--- src/rtl/clock_update_scheduler_pkg.sv ---
// Shared types and constants for the clock update scheduler: alarm states,
// field widths/moduli and the grant indices that fix request priority.
package clock_ctrl_pkg;

  typedef enum logic [1:0] {
    AL_OFF,
    AL_ARMED,
    AL_RINGING,
    AL_SNOOZED
  } alarm_state_e;

  localparam int SEC_W   = 6;
  localparam int MIN_W   = 6;
  localparam int HRS_W   = 4;
  localparam int SEC_MOD = 60;
  localparam int MIN_MOD = 60;
  localparam int HRS_MOD = 12;

  // Lower index wins arbitration.
  localparam int N_SRC  = 6;
  localparam int G_TICK = 0;
  localparam int G_SEC  = 1;
  localparam int G_MIN  = 2;
  localparam int G_HRS  = 3;
  localparam int G_AL   = 4;
  localparam int G_TOG  = 5;

endpackage

--- src/rtl/clock_update_scheduler_if.sv ---
// Request pulses in, time/alarm/status out; master drives requests,
// slave is the scheduler.
interface clock_update_scheduler_if;
  import clock_ctrl_pkg::*;

  logic             tick_req;
  logic             sec_req;
  logic             min_req;
  logic             hrs_req;
  logic             al_req;
  logic             al_toggle_req;
  logic [SEC_W-1:0] seconds;
  logic [MIN_W-1:0] minutes;
  logic [HRS_W-1:0] hours;
  logic [MIN_W-1:0] al_minutes;
  logic [HRS_W-1:0] al_hours;
  logic             al_on;
  logic             ringing;
  logic             busy;

  modport master (
    output tick_req, sec_req, min_req, hrs_req, al_req, al_toggle_req,
    input  seconds, minutes, hours, al_minutes, al_hours, al_on, ringing, busy
  );

  modport slave (
    input  tick_req, sec_req, min_req, hrs_req, al_req, al_toggle_req,
    output seconds, minutes, hours, al_minutes, al_hours, al_on, ringing, busy
  );

endinterface

--- src/rtl/clock_update_scheduler_wrap_incrementer.sv ---
// Adds STEP to a field when enabled, wrapping at MODULUS and flagging carry.
module wrap_incrementer #(
  parameter int WIDTH   = 6,
  parameter int MODULUS = 60,
  parameter int STEP    = 1
) (
  input  logic [WIDTH-1:0] value,
  input  logic             en,
  output logic [WIDTH-1:0] next_value,
  output logic             carry
);

  localparam logic [WIDTH:0] STEP_V = (WIDTH+1)'(STEP);
  localparam logic [WIDTH:0] MOD_V  = (WIDTH+1)'(MODULUS);

  logic [WIDTH:0] sum;

  always_comb begin
    sum        = {1'b0, value} + STEP_V;
    next_value = value;
    carry      = 1'b0;
    if (en) begin
      if (sum >= MOD_V) begin
        next_value = WIDTH'(sum - MOD_V);
        carry      = 1'b1;
      end else begin
        next_value = sum[WIDTH-1:0];
      end
    end
  end

endmodule

--- src/rtl/clock_update_scheduler.sv ---
// Arbitrates tick/button requests into one time or alarm update per cycle
// and runs the alarm FSM. Optional snooze: define ALARM_SNOOZE_EN.
module clock_update_scheduler
  import clock_ctrl_pkg::*;
#(
  parameter int RING_SECONDS   = 60,
  parameter int SNOOZE_MINUTES = 5,
  parameter int AL_STEP        = 10
) (
  input  logic                     video_clk,
  input  logic                     reset_n,
  clock_update_scheduler_if.slave  bus
);

  localparam int RING_W = $clog2(RING_SECONDS + 1);

  logic [N_SRC-1:0] pending_q, pending_d, req_vec, grant;
  logic [SEC_W-1:0] sec_q, sec_d;
  logic [MIN_W-1:0] min_q, min_d, al_min_q, al_min_d;
  logic [HRS_W-1:0] hrs_q, hrs_d, al_hrs_q, al_hrs_d;
  logic             sec_carry, min_carry, al_min_carry;
  logic             snooze_grab, alarm_hit;
  alarm_state_e     state_q, state_d;
  logic [RING_W-1:0] ring_cnt_q, ring_cnt_d;

  assign req_vec = {bus.al_toggle_req, bus.al_req, bus.hrs_req,
                    bus.min_req, bus.sec_req, bus.tick_req};
  // Isolate the lowest set bit: index 0 (tick) has top priority.
  assign grant     = pending_q & (~pending_q + 1'b1);
  // A fresh pulse re-sets a bit being granted in the same cycle.
  assign pending_d = (pending_q & ~grant) | req_vec;

`ifdef ALARM_SNOOZE_EN
  localparam int SNOOZE_TICKS = SNOOZE_MINUTES * 60;
  localparam int SNZ_W        = $clog2(SNOOZE_TICKS + 1);
  logic [SNZ_W-1:0] snooze_cnt_q, snooze_cnt_d;
  assign snooze_grab = grant[G_AL] && (state_q == AL_RINGING);
`else
  logic unused_snooze_cfg;
  assign unused_snooze_cfg = (SNOOZE_MINUTES != 0);
  assign snooze_grab       = 1'b0;
`endif

  logic hrs_carry_unused, al_hrs_carry_unused;

  wrap_incrementer #(.WIDTH(SEC_W), .MODULUS(SEC_MOD), .STEP(1)) u_sec (
    .value(sec_q), .en(grant[G_TICK] | grant[G_SEC]),
    .next_value(sec_d), .carry(sec_carry));
  wrap_incrementer #(.WIDTH(MIN_W), .MODULUS(MIN_MOD), .STEP(1)) u_min (
    .value(min_q), .en((grant[G_TICK] & sec_carry) | grant[G_MIN]),
    .next_value(min_d), .carry(min_carry));
  wrap_incrementer #(.WIDTH(HRS_W), .MODULUS(HRS_MOD), .STEP(1)) u_hrs (
    .value(hrs_q), .en((grant[G_TICK] & min_carry) | grant[G_HRS]),
    .next_value(hrs_d), .carry(hrs_carry_unused));
  wrap_incrementer #(.WIDTH(MIN_W), .MODULUS(MIN_MOD), .STEP(AL_STEP)) u_al_min (
    .value(al_min_q), .en(grant[G_AL] & ~snooze_grab),
    .next_value(al_min_d), .carry(al_min_carry));
  wrap_incrementer #(.WIDTH(HRS_W), .MODULUS(HRS_MOD), .STEP(1)) u_al_hrs (
    .value(al_hrs_q), .en(al_min_carry),
    .next_value(al_hrs_d), .carry(al_hrs_carry_unused));

  // Match on post-tick time so the alarm cannot re-fire within its minute.
  assign alarm_hit = (sec_d == '0) && (min_d == al_min_q) && (hrs_d == al_hrs_q);

  always_comb begin
    state_d    = state_q;
    ring_cnt_d = ring_cnt_q;
`ifdef ALARM_SNOOZE_EN
    snooze_cnt_d = snooze_cnt_q;
`endif
    if (grant[G_TOG]) begin
      state_d    = (state_q == AL_OFF) ? AL_ARMED : AL_OFF;
      ring_cnt_d = '0;
`ifdef ALARM_SNOOZE_EN
      snooze_cnt_d = '0;
`endif
    end else begin
      case (state_q)
        AL_ARMED: begin
          if (grant[G_TICK] && alarm_hit) begin
            state_d    = AL_RINGING;
            ring_cnt_d = '0;
          end
        end
        AL_RINGING: begin
          if (grant[G_TICK]) begin
            if (ring_cnt_q == RING_W'(RING_SECONDS - 1)) begin
              state_d    = AL_ARMED;
              ring_cnt_d = '0;
            end else begin
              ring_cnt_d = ring_cnt_q + 1'b1;
            end
          end
`ifdef ALARM_SNOOZE_EN
          else if (snooze_grab) begin
            state_d      = AL_SNOOZED;
            snooze_cnt_d = SNZ_W'(SNOOZE_TICKS);
          end
`endif
        end
`ifdef ALARM_SNOOZE_EN
        AL_SNOOZED: begin
          if (grant[G_TICK]) begin
            if (snooze_cnt_q == SNZ_W'(1)) begin
              state_d      = AL_RINGING;
              ring_cnt_d   = '0;
              snooze_cnt_d = '0;
            end else begin
              snooze_cnt_d = snooze_cnt_q - 1'b1;
            end
          end
        end
`endif
        AL_OFF:  state_d = AL_OFF;
        default: state_d = AL_OFF;
      endcase
    end
  end

  always_ff @(posedge video_clk or negedge reset_n) begin
    if (!reset_n) begin
      pending_q  <= '0;
      sec_q      <= '0;
      min_q      <= '0;
      hrs_q      <= '0;
      al_min_q   <= '0;
      al_hrs_q   <= '0;
      state_q    <= AL_OFF;
      ring_cnt_q <= '0;
`ifdef ALARM_SNOOZE_EN
      snooze_cnt_q <= '0;
`endif
    end else begin
      pending_q  <= pending_d;
      sec_q      <= sec_d;
      min_q      <= min_d;
      hrs_q      <= hrs_d;
      al_min_q   <= al_min_d;
      al_hrs_q   <= al_hrs_d;
      state_q    <= state_d;
      ring_cnt_q <= ring_cnt_d;
`ifdef ALARM_SNOOZE_EN
      snooze_cnt_q <= snooze_cnt_d;
`endif
    end
  end

  logic unused_carries;
  assign unused_carries = hrs_carry_unused ^ al_hrs_carry_unused;

  assign bus.seconds    = sec_q;
  assign bus.minutes    = min_q;
  assign bus.hours      = hrs_q;
  assign bus.al_minutes = al_min_q;
  assign bus.al_hours   = al_hrs_q;
  assign bus.al_on      = (state_q != AL_OFF);
  assign bus.ringing    = (state_q == AL_RINGING);
  assign bus.busy       = |pending_q;

endmodule
--- src/flat_wrapper.sv ---
// flat-port wrapper written by rule: the top's interface ports become plain ports
module clock_update_scheduler_flat import clock_ctrl_pkg::*;
#(
  parameter int RING_SECONDS   = 60,
  parameter int SNOOZE_MINUTES = 5,
  parameter int AL_STEP        = 10
)
  (video_clk, reset_n, bus_tick_req, bus_sec_req, bus_min_req, bus_hrs_req, bus_al_req, bus_al_toggle_req, bus_seconds, bus_minutes, bus_hours, bus_al_minutes, bus_al_hours, bus_al_on, bus_ringing, bus_busy);
  clock_update_scheduler_if bus_i ();
  input  logic video_clk;
  input  logic reset_n;
  input wire logic [$bits(bus_i.tick_req)-1:0] bus_tick_req;
  input wire logic [$bits(bus_i.sec_req)-1:0] bus_sec_req;
  input wire logic [$bits(bus_i.min_req)-1:0] bus_min_req;
  input wire logic [$bits(bus_i.hrs_req)-1:0] bus_hrs_req;
  input wire logic [$bits(bus_i.al_req)-1:0] bus_al_req;
  input wire logic [$bits(bus_i.al_toggle_req)-1:0] bus_al_toggle_req;
  output wire logic [$bits(bus_i.seconds)-1:0] bus_seconds;
  output wire logic [$bits(bus_i.minutes)-1:0] bus_minutes;
  output wire logic [$bits(bus_i.hours)-1:0] bus_hours;
  output wire logic [$bits(bus_i.al_minutes)-1:0] bus_al_minutes;
  output wire logic [$bits(bus_i.al_hours)-1:0] bus_al_hours;
  output wire logic [$bits(bus_i.al_on)-1:0] bus_al_on;
  output wire logic [$bits(bus_i.ringing)-1:0] bus_ringing;
  output wire logic [$bits(bus_i.busy)-1:0] bus_busy;
  assign bus_i.tick_req = bus_tick_req;
  assign bus_i.sec_req = bus_sec_req;
  assign bus_i.min_req = bus_min_req;
  assign bus_i.hrs_req = bus_hrs_req;
  assign bus_i.al_req = bus_al_req;
  assign bus_i.al_toggle_req = bus_al_toggle_req;
  assign bus_seconds = bus_i.seconds;
  assign bus_minutes = bus_i.minutes;
  assign bus_hours = bus_i.hours;
  assign bus_al_minutes = bus_i.al_minutes;
  assign bus_al_hours = bus_i.al_hours;
  assign bus_al_on = bus_i.al_on;
  assign bus_ringing = bus_i.ringing;
  assign bus_busy = bus_i.busy;
  clock_update_scheduler #(.RING_SECONDS(RING_SECONDS), .SNOOZE_MINUTES(SNOOZE_MINUTES), .AL_STEP(AL_STEP)) u_core (.video_clk(video_clk), .reset_n(reset_n), .bus(bus_i));
endmodule
--- config.mk ---
export PLATFORM = sky130hd
export DESIGN_NAME = clock_update_scheduler_flat
export DESIGN_NICKNAME = d
export VERILOG_FILES = /design/src/rtl/clock_update_scheduler_pkg.sv /design/src/rtl/clock_update_scheduler_if.sv /design/src/rtl/clock_update_scheduler_wrap_incrementer.sv /design/src/rtl/clock_update_scheduler.sv /design/src/flat_wrapper.sv
export SDC_FILE = /design/constraint.sdc
export NUM_CORES = 1
export LEC_CHECK = 0
export CAP_MARGIN = 25
export CORE_ASPECT_RATIO = 0.5
export CORE_MARGIN = 10
export CORE_UTILIZATION = 40
export CTS_BUF_LIST = sky130_fd_sc_hd__clkbuf_2
export DETAILED_ROUTE_END_ITERATION = 8
export DONT_BUFFER_PORTS = 1
export PLACE_DENSITY = 0.52
export REMOVE_ABC_BUFFERS = 1
export SLEW_MARGIN = 0
export SYNTH_ARGS = -nofsm -noshare
export SYNTH_HDL_FRONTEND = slang
export SYNTH_HIERARCHICAL = 1
export SYNTH_SLANG_ARGS = --single-unit
--- constraint.sdc ---
create_clock -name video_clk -period 7.04 [get_ports video_clk]
set_input_delay 1.408 -clock video_clk [delete_from_list [all_inputs] [get_ports video_clk]]
set_output_delay 1.408 -clock video_clk [all_outputs]
set_load 0.02 [all_outputs]
==> results.toml, run 1 <==
[min_path]
path_type_of_the_worst_min_delay_path = "reg -> reg"

[sta]
finalWorstPathRequiredPeriod_ns = 5.036
timing.final.crit_share = 0.7154
final-setup-viol-count = 0
hold_viol_final = 0
hold_slack_ns = 0.5147
maxClockFrequency_ghz = 0.1986
setup-tns-final_ns = 0
max_slew_margin = 0.5067
actual_transition_at_the_worst_max_transition_pin_ns = 0.7322
timing.clock.skew_ns = 0.01780
rsz_0062_raised_after_global_routing = "no"
final_max_slew_viol_count = 0

[cts]
postCtsResizedCells = 0
cts_tree = "done"
htreeDepth = 2
clock_latency_ns = 0.43
clk_root_buffer_cell = "sky130_fd_sc_hd__clkbuf_2"
postCtsSetupRepairBufs = 0
cts_made_buffers = 5
clk_transition_reported_paths_ns = 0.23
cts_buffer_depth = 2
cts.sink_count = 40
holdBufCountCts = 0

[placement]
place.port_buffers = 0
place_hpwl_um = 5127
placed_area_um2 = 3127
globalplace.congestion = 0.8281

[global_route]
initial_antenna_violation_count = 0
grt_max_degree = 41
grt_pass1_wl_um = 11250
globalRouteTotalUtil = 0.1143
grt_overflow = 0
vias_in_the_first_global_route = 2204

[critical_path]
worstPathArrival_ns = 5.39
endpoint_kind_of_the_worst_setup_timing_path = "flop"
path_cells = "ha_1, xor2_1, ha_1, and2b_2, o211ai_1, a32oi_2, o21ai_1, inv_1, nand2_1, o21ai_0, buf_4, o21ai_1, inv_1, nand2_1, o21ai_0, a21boi_0, o21a_1, xor2_1, nor4_2, nand3_2, o311ai_4, mux2_4"
critical_path_required_ns = 7.40
crit_fanout = 11
critPathMaxStageDelay_ns = 0.57
timing.critical_path.slowest_stage_cell = "sky130_fd_sc_hd__dfrtp_1"
start_kind = "flop"
worstSetupPathType = "reg -> reg"

[power]
reported_net_switching_power_w = 0.0003904
power_frac_comb = 0.358
p_sw_frac = 0.4552
leakagePower_nw = 1.383
clock_power_share = 0.164
max-vdd-ir-drop_mv = 0.09754
p_seq_frac = 0.478
power_density_nw_per_um2 = 268.9
intPower_w = 0.0004672

[cells_and_area]
fin_util = 0.4275
fin_nets = 344
drive_above_1_share = 0.1389
post-route-cell-area_um2 = 3189
syn_to_final_growth_pct = 1.716
antenna_cells = 0

[floorplanning]
core_um2 = 7460
rows = 22
die_area_um2 = 12000
die_y_um = 82.61
io_pins = 37
initial_utilization = 0.4203
die_width_um = 145.2

[yosys]
synthesis.area_um2 = 3136
syn_area_per_cell_um2 = 9.473
synthCells = 331
ys_warn_count = 6

[drt]
avgRoutedWirePerCell_um = 15.98
vias_after_detailed_routing = 2414
dr.first_iter.drc_count = 90
drtPass1Iterations = 4
totalWireLength_um = 6905
drt_drc_violations_left = 0
postRouteAntennaNets = 0
via_per_inst = 5.588

[run_status]
run_status = "finished clean"

[run]
maxCapViolCount = 0
==> final cells by class <==
type / instances / area (um2)
multi-input combinational: 259 / 1923
inverter: 16 / 60.06
fill: 743 / 4270
sequential: 40 / 1001
clock inverter: 3 / 37.54
timing repair buffer: 1 / 7.507
clock buffer: 5 / 25.02
tap: 108 / 135.1
==> layout by cell type (no fill, tap or decap), drive strengths merged, types with 3 or more instances in the layout <==
cell type   n
clkbuf      5
and3       10
or2         4
xor2       20
or3         5
a31oi       9
dfrtp      40
a22oi       4
ha         13
and3b       3
nand4       3
or2b        3
mux2        8
a21o        5
mux2i       5
o211ai      7
o31ai       3
nand2b      4
nor3        5
inv        16
a21oi      15
xnor2       5
and2b       4
nor3b       3
nand4b      3
a21boi      4
o2111ai     4
a32oi       5
and2        4
o21a        3
o21ai      16
nand3      15
nor2b       5
nand2      24
nor2       17
==> power groups by stage <==
stage / Clock [W] / Combinational [W] / Sequential [W]
floorplan: 0 / 0.000256 / 0.000385
global placement: 0 / 0.000306 / 0.000416
detailed placement: 0 / 0.000305 / 0.000417
CTS: 0.000147 / 0.000307 / 0.000411
global route: 0.000158 / 0.000344 / 0.000424
finish: 0.000140 / 0.000307 / 0.000410
==> state kept, by name, indices dropped and copies added (netlist names) <==
name and flops:
u_core/bus.hours 4, u_core/pending_q 6, u_core/bus.seconds 6, u_core/ring_cnt_q 6, u_core/state_q 2, u_core/bus.al_minutes 6
u_core/bus.minutes 6, u_core/bus.al_hours 4
==> layer usage <==
| layer | track usage | wire (um) | vias up |
|---|---|---|---|
| li1 | - | - | 1201 |
| met1 | 0.1487 | 3299 | 1154 |
| met2 | 0.1762 | 3085 | 49 |
| met3 | 0.04178 | 456 | 10 |
| met4 | 0.03307 | 64 | 0 |
| met5 | 0 | 0 | - |
==> worst max-delay path: cells and delay by family, from the launching register on <==
family / cells / cell delay, ns
XOR/XNOR: 2 / 0.35
multiplexers: 1 / 0.34
AND/OR/NAND/NOR: 5 / 0.86
flip-flops: 1 / 0.57
AO/OA/AOI/OAI: 9 / 1.87
buffers and inverters: 3 / 0.32
adder cells (fa/ha/maj): 2 / 0.66
==> metrics by stage <==
step / setup slack, ns / total power [W] / std cells
after floorplan: 2.423 / 0.0006408 / 315
after global placement: 2.240 / 0.0007221 / 424
after detailed placement: 2.026 / 0.0007215 / 424
after CTS: 2.003 / 0.0008653 / 432
after global routing: 1.536 / 0.0009269 / 432
final: 2.004 / 0.0008576 / 432
==> path summary, 6_finish.rpt <==
path / end / cells past startpoint / slack (ns) / startpoint
setup / recovery: u_core/ring_cnt_q[1] / 22 / 2.00 / u_core/bus.seconds[0]
hold / removal: u_core/ring_cnt_q[5] / 1 / 0.51 / u_core/ring_cnt_q[5]
setup reg to reg: u_core/ring_cnt_q[1] / 22 / 2.00 / u_core/bus.seconds[0]
hold reg to reg: u_core/ring_cnt_q[5] / 1 / 0.51 / u_core/ring_cnt_q[5]
max in group asynchronous: u_core/bus.seconds[4] / 0 / 6.31 / reset_n
min in group asynchronous: u_core/bus.hours[3] / 0 / 0.62 / reset_n
No activity file was read; power rests on OpenSTA's default activity.
==> inputs of run 2 (changes only) <==
PLACE_DENSITY = 0.54   (was 0.52)
clock period = 4.6 ns   (was 7.04 ns; I/O delays follow)
==> results.toml, run 2 (same netlist as run 1, synthesis figures left out) <==
[placement]
preCtsSetupSlack_ns = 0.1648
place_hpwl_um = 5399
placed_area_um2 = 3209
place.port_buffers = 0
globalplace.congestion = 0.7749

[critical_path]
crit_fanout = 10
critical_path_required_ns = 4.98
endpoint_kind_of_the_worst_setup_timing_path = "flop"
worstSetupPathType = "reg -> reg"
critPathMaxStageDelay_ns = 0.45
path_cells = "ha_1, xor2_1, ha_2, and2b_2, o211ai_1, a32oi_2, o21ai_1, inv_1, nand2_1, o21ai_0, buf_4, and3_1, o21ai_0, o221a_2, xor2_1, nor4_2, nand3_2, o311ai_4, buf_4, mux2i_1"
start_kind = "flop"
timing.critical_path.slowest_stage_cell = "sky130_fd_sc_hd__dfrtp_1"
worstPathArrival_ns = 4.61

[cts]
cts_tree = "done"
clk_transition_reported_paths_ns = 0.22
cts_made_buffers = 5
cts.sink_count = 40
holdBufCountCts = 0
clk_root_buffer_cell = "sky130_fd_sc_hd__clkbuf_2"
cts_buffer_depth = 2
clock_latency_ns = 0.43
htreeDepth = 2

[floorplanning]
core_um2 = 7460
die_y_um = 82.61
die_width_um = 145.2
io_pins = 37
die_area_um2 = 12000
initial_utilization = 0.4203
rows = 22

[cells_and_area]
seq_area_um2 = 1001
syn_to_final_growth_pct = 4.270
area_used_by_multi_input_combinational_logic_um2 = 1937
fin_nets = 356
fill_cells = 749
drive_above_1_share = 0.1815
post-route-cell-area_um2 = 3269
antenna_cells = 0
mostFrequentLayoutCell = "sky130_fd_sc_hd__dfrtp_1"
fin_util = 0.4383
final_cell_mix = "sky130_fd_sc_hd__dfrtp_1 (40), sky130_fd_sc_hd__nand2_1 (22), sky130_fd_sc_hd__xor2_1 (20)"

[sta]
maxClockFrequency_ghz = 0.2363
hold_slack_ns = 0.1374
timing.clock.skew_ns = 0.01989
max_slew_margin = 0.5509
rsz_0062_raised_after_global_routing = "no"
finalWorstPathRequiredPeriod_ns = 4.233
actual_transition_at_the_worst_max_transition_pin_ns = 0.6650
postLayoutSetupSlackWorst_ns = 0.3675
final_max_slew_viol_count = 0
timing.final.crit_share = 0.9201
final-setup-viol-count = 0
hold_viol_final = 0

[drt]
avgRoutedWirePerCell_um = 16.30
totalWireLength_um = 7235
dr.first_iter.drc_count = 155
vias_after_detailed_routing = 2526
drt_drc_violations_left = 0
via_per_inst = 5.689
postRouteAntennaNets = 0
drtPass1Iterations = 4

[global_route]
grt_pass1_wl_um = 11880
grt_max_degree = 41
vias_in_the_first_global_route = 2383
globalRouteTotalUtil = 0.1206
grt_overflow = 0
initial_antenna_violation_count = 0

[power]
p_seq_frac = 0.384
p_sw_frac = 0.4636
intPower_w = 0.0007193
max-vdd-ir-drop_mv = 0.1996
power_frac_comb = 0.498
reported_net_switching_power_w = 0.0006218
leakagePower_nw = 1.442
power_density_nw_per_um2 = 410.2
clock_power_share = 0.117
power_w = 0.001341

[run]
maxCapViolCount = 0

[min_path]
path_type_of_the_worst_min_delay_path = "in -> async"

[run_status]
run_status = "finished clean"
## run 2: cell type report
class                      instances  share of cell area
clock buffer                       5            0.007654
clock inverter                     3            0.004210
inverter                          16             0.01837
multi-input combinational        259              0.5924
sequential                        40              0.3062
tap                              108             0.04133
timing repair buffer              13             0.02985
## run 2: per-stage QoR
step | TNS [ns] | std cells
4_1_cts | 0 | 443
6_report | 0 | 444
3_3_place_gp | 0 | 435
2_1_floorplan | -0.01693 | 315
5_1_grt | 0 | 444
3_5_place_dp | 0 | 435
## run 2: path summary, 6_finish.rpt
| path | to | slack (ns) | start | cells after the start |
|---|---|---|---|---|
| max | u_core/ring_cnt_q[0] | 0.37 | u_core/bus.seconds[0] | 20 |
| min | u_core/bus.minutes[4] | 0.14 | reset_n | 0 |
| max reg2reg | u_core/ring_cnt_q[0] | 0.37 | u_core/bus.seconds[0] | 20 |
| min reg2reg | u_core/pending_q[3] | 0.52 | u_core/pending_q[3] | 1 |
| max in group asynchronous | u_core/ring_cnt_q[3] | 4.36 | reset_n | 0 |
| min in group video_clk | u_core/pending_q[0] | 0.50 | bus_tick_req | 0 |
## run 2: what timing repair did
action / 4_1_cts / 5_1_grt
resized for setup: 0 / 4
setup endpoints to repair: 0 / 6
buffers inserted: 0 / 1
## run 2: routing by layer
metal	up-vias	wire length, um	track usage
li1	1221	-	-
met2	54	3352	0.2022
met3	12	408	0.04178
met5	-	0	0
met4	0	92	0.04208
met1	1239	3381	0.1445
## run 2: worst max-delay path: cells and delay by family (launching register included)
family	cells	cell delay [ns]
AOI/OAI and AO/OA	7	1.40
xor gates and xnor gates	2	0.25
adders and majority gates	2	0.45
buffers and inverters	3	0.46
DFF	1	0.45
muxes	1	0.18
and+or+nand+nor	5	0.98
## run 2: power by group through the flow
stage / clock network, W / logic [W] / registers [W]
after CTS: 0.000168 / 0.000660 / 0.000516
after global placement: 0 / 0.000650 / 0.000522
after detailed placement: 0 / 0.000655 / 0.000523
after global routing: 0.000187 / 0.000746 / 0.000529
after floorplan: 0 / 0.000391 / 0.000590
final: 0.000158 / 0.000668 / 0.000515
==> patch: new RTL, config.mk and constraints of run 2 <==
Reset style: synchronous (`reset_n`), changed in one clocked block.
--- a/src/rtl/clock_update_scheduler.sv
+++ b/src/rtl/clock_update_scheduler.sv
@@ -119,3 +119,3 @@
 
-  always_ff @(posedge video_clk or negedge reset_n) begin
+  always_ff @(posedge video_clk) begin
     if (!reset_n) begin
Formal check against the unedited RTL: differs if reset_n is asserted again (counterexample within 4 cycles, from zero or initial values and one cycle with reset_n low); with reset_n held inactive, the same outputs for 10 cycles.
==> patch against run 2 <==
- final cell count rose by 8.8%
- wire length rose by 2.7%
- worst hold slack improved by 0.39 ns
- sequential cell count did not move
- die area barely moved
- area after synthesis rose by 0.12%
- sequential share of layout area fell by 6.2 points
- final area rose by 0.65%
- setup slack got worse by 0.057 ns
- critical path depth fell by 2
- maximum frequency fell by 1.3%
- highest routed layer unchanged
Power is not compared: it rests on default switching activity, and its combinational part moved more than twofold at a synthesized area within 25%.
==> patch: results (changes against run 2) <==
Parameter                              Value

Final layout
  Layout buffering overhead excluding clock cells    0.0274 (was 0.0299)
  Share of the final layout cell area in sequential cells    0.244 (was 0.306)
  Final-layout fill cell count    754 (was 749)
  Plain + repair buffers    12 (was 13)
  Number of nets in the layout    398 (was 356)
  Share of final-layout standard cells stronger than drive strength 1    0.131 (was 0.182)
  Non-clock inverter count in the final layout    19 (was 16)
  Fraction of area in clock buffers and inverters    0.0190 (was 0.0119)

Global route
  Global-route met1 utilization    0.149 (was 0.145)
  Met3 global-route usage    0.0402 (was 0.0418)
  Wire length of the first global-routing pass    12000 µm (was 11900 µm)
  Via count of the first global-routing pass    2409 (was 2383)

Route
  Met2 layer wire length in the routed design    3280 µm (was 3350 µm)
  DR vias    2690 (was 2526)
  Wire length per cell after detailed routing    15.4 µm (was 16.3 µm)
  Detailed-route wire length on metal 1    3600 µm (was 3380 µm)

Setup path
  Critical path's largest stage delay    0.54 ns (was 0.45 ns)
  Register-to-register setup slack    0.31 ns (was 0.37 ns)
  Critical path capture point    u_core/ring_cnt_q[0] (unchanged)
  Worst reg-to-reg path cell count    18 (was 20)
  Worst path arrival time    4.69 ns (was 4.61 ns)
  Start point of the critical path    u_core/bus.seconds[0] (unchanged)

Status
  Outcome    finished clean (unchanged)

Timing
  Setup Skew    0.0368 ns (was 0.0199 ns)
  Tightest slew margin relative to the limit    0.576 (was 0.551)

Placed design
  Placed standard-cell area    3230 µm² (was 3210 µm²)
  HPWL after detailed placement    5420 µm (was 5400 µm)
  Gpl congestion    0.857 (was 0.775)
## patch: changes by cell type in the layout (fill, tap and decap cells not counted), moves of 4 or more
cell / run 2 / this run
sky130_fd_sc_hd__dfrtp_1: 40 / 0
sky130_fd_sc_hd__dfxtp_1: 0 / 38
sky130_fd_sc_hd__and2_1: 2 / 30
sky130_fd_sc_hd__xnor2_1: 5 / 14
sky130_fd_sc_hd__nor2_1: 17 / 9
sky130_fd_sc_hd__xor2_1: 20 / 12
sky130_fd_sc_hd__a21oi_1: 14 / 20
sky130_fd_sc_hd__nand2_1: 22 / 27
sky130_fd_sc_hd__ha_1: 12 / 16
sky130_fd_sc_hd__nor2b_1: 5 / 9
## patch: through the flow
stage          total power [mW]  hold WS (ns)  worst slack, ns
2_1_floorplan             0.479         0.462            0.133
3_3_place_gp              0.509         0.482            0.341
3_5_place_dp              0.512         0.505            0.193
4_1_cts                   0.733         0.534            0.194
5_1_grt                   0.766         0.512           0.0392
6_report                  0.725         0.530            0.311
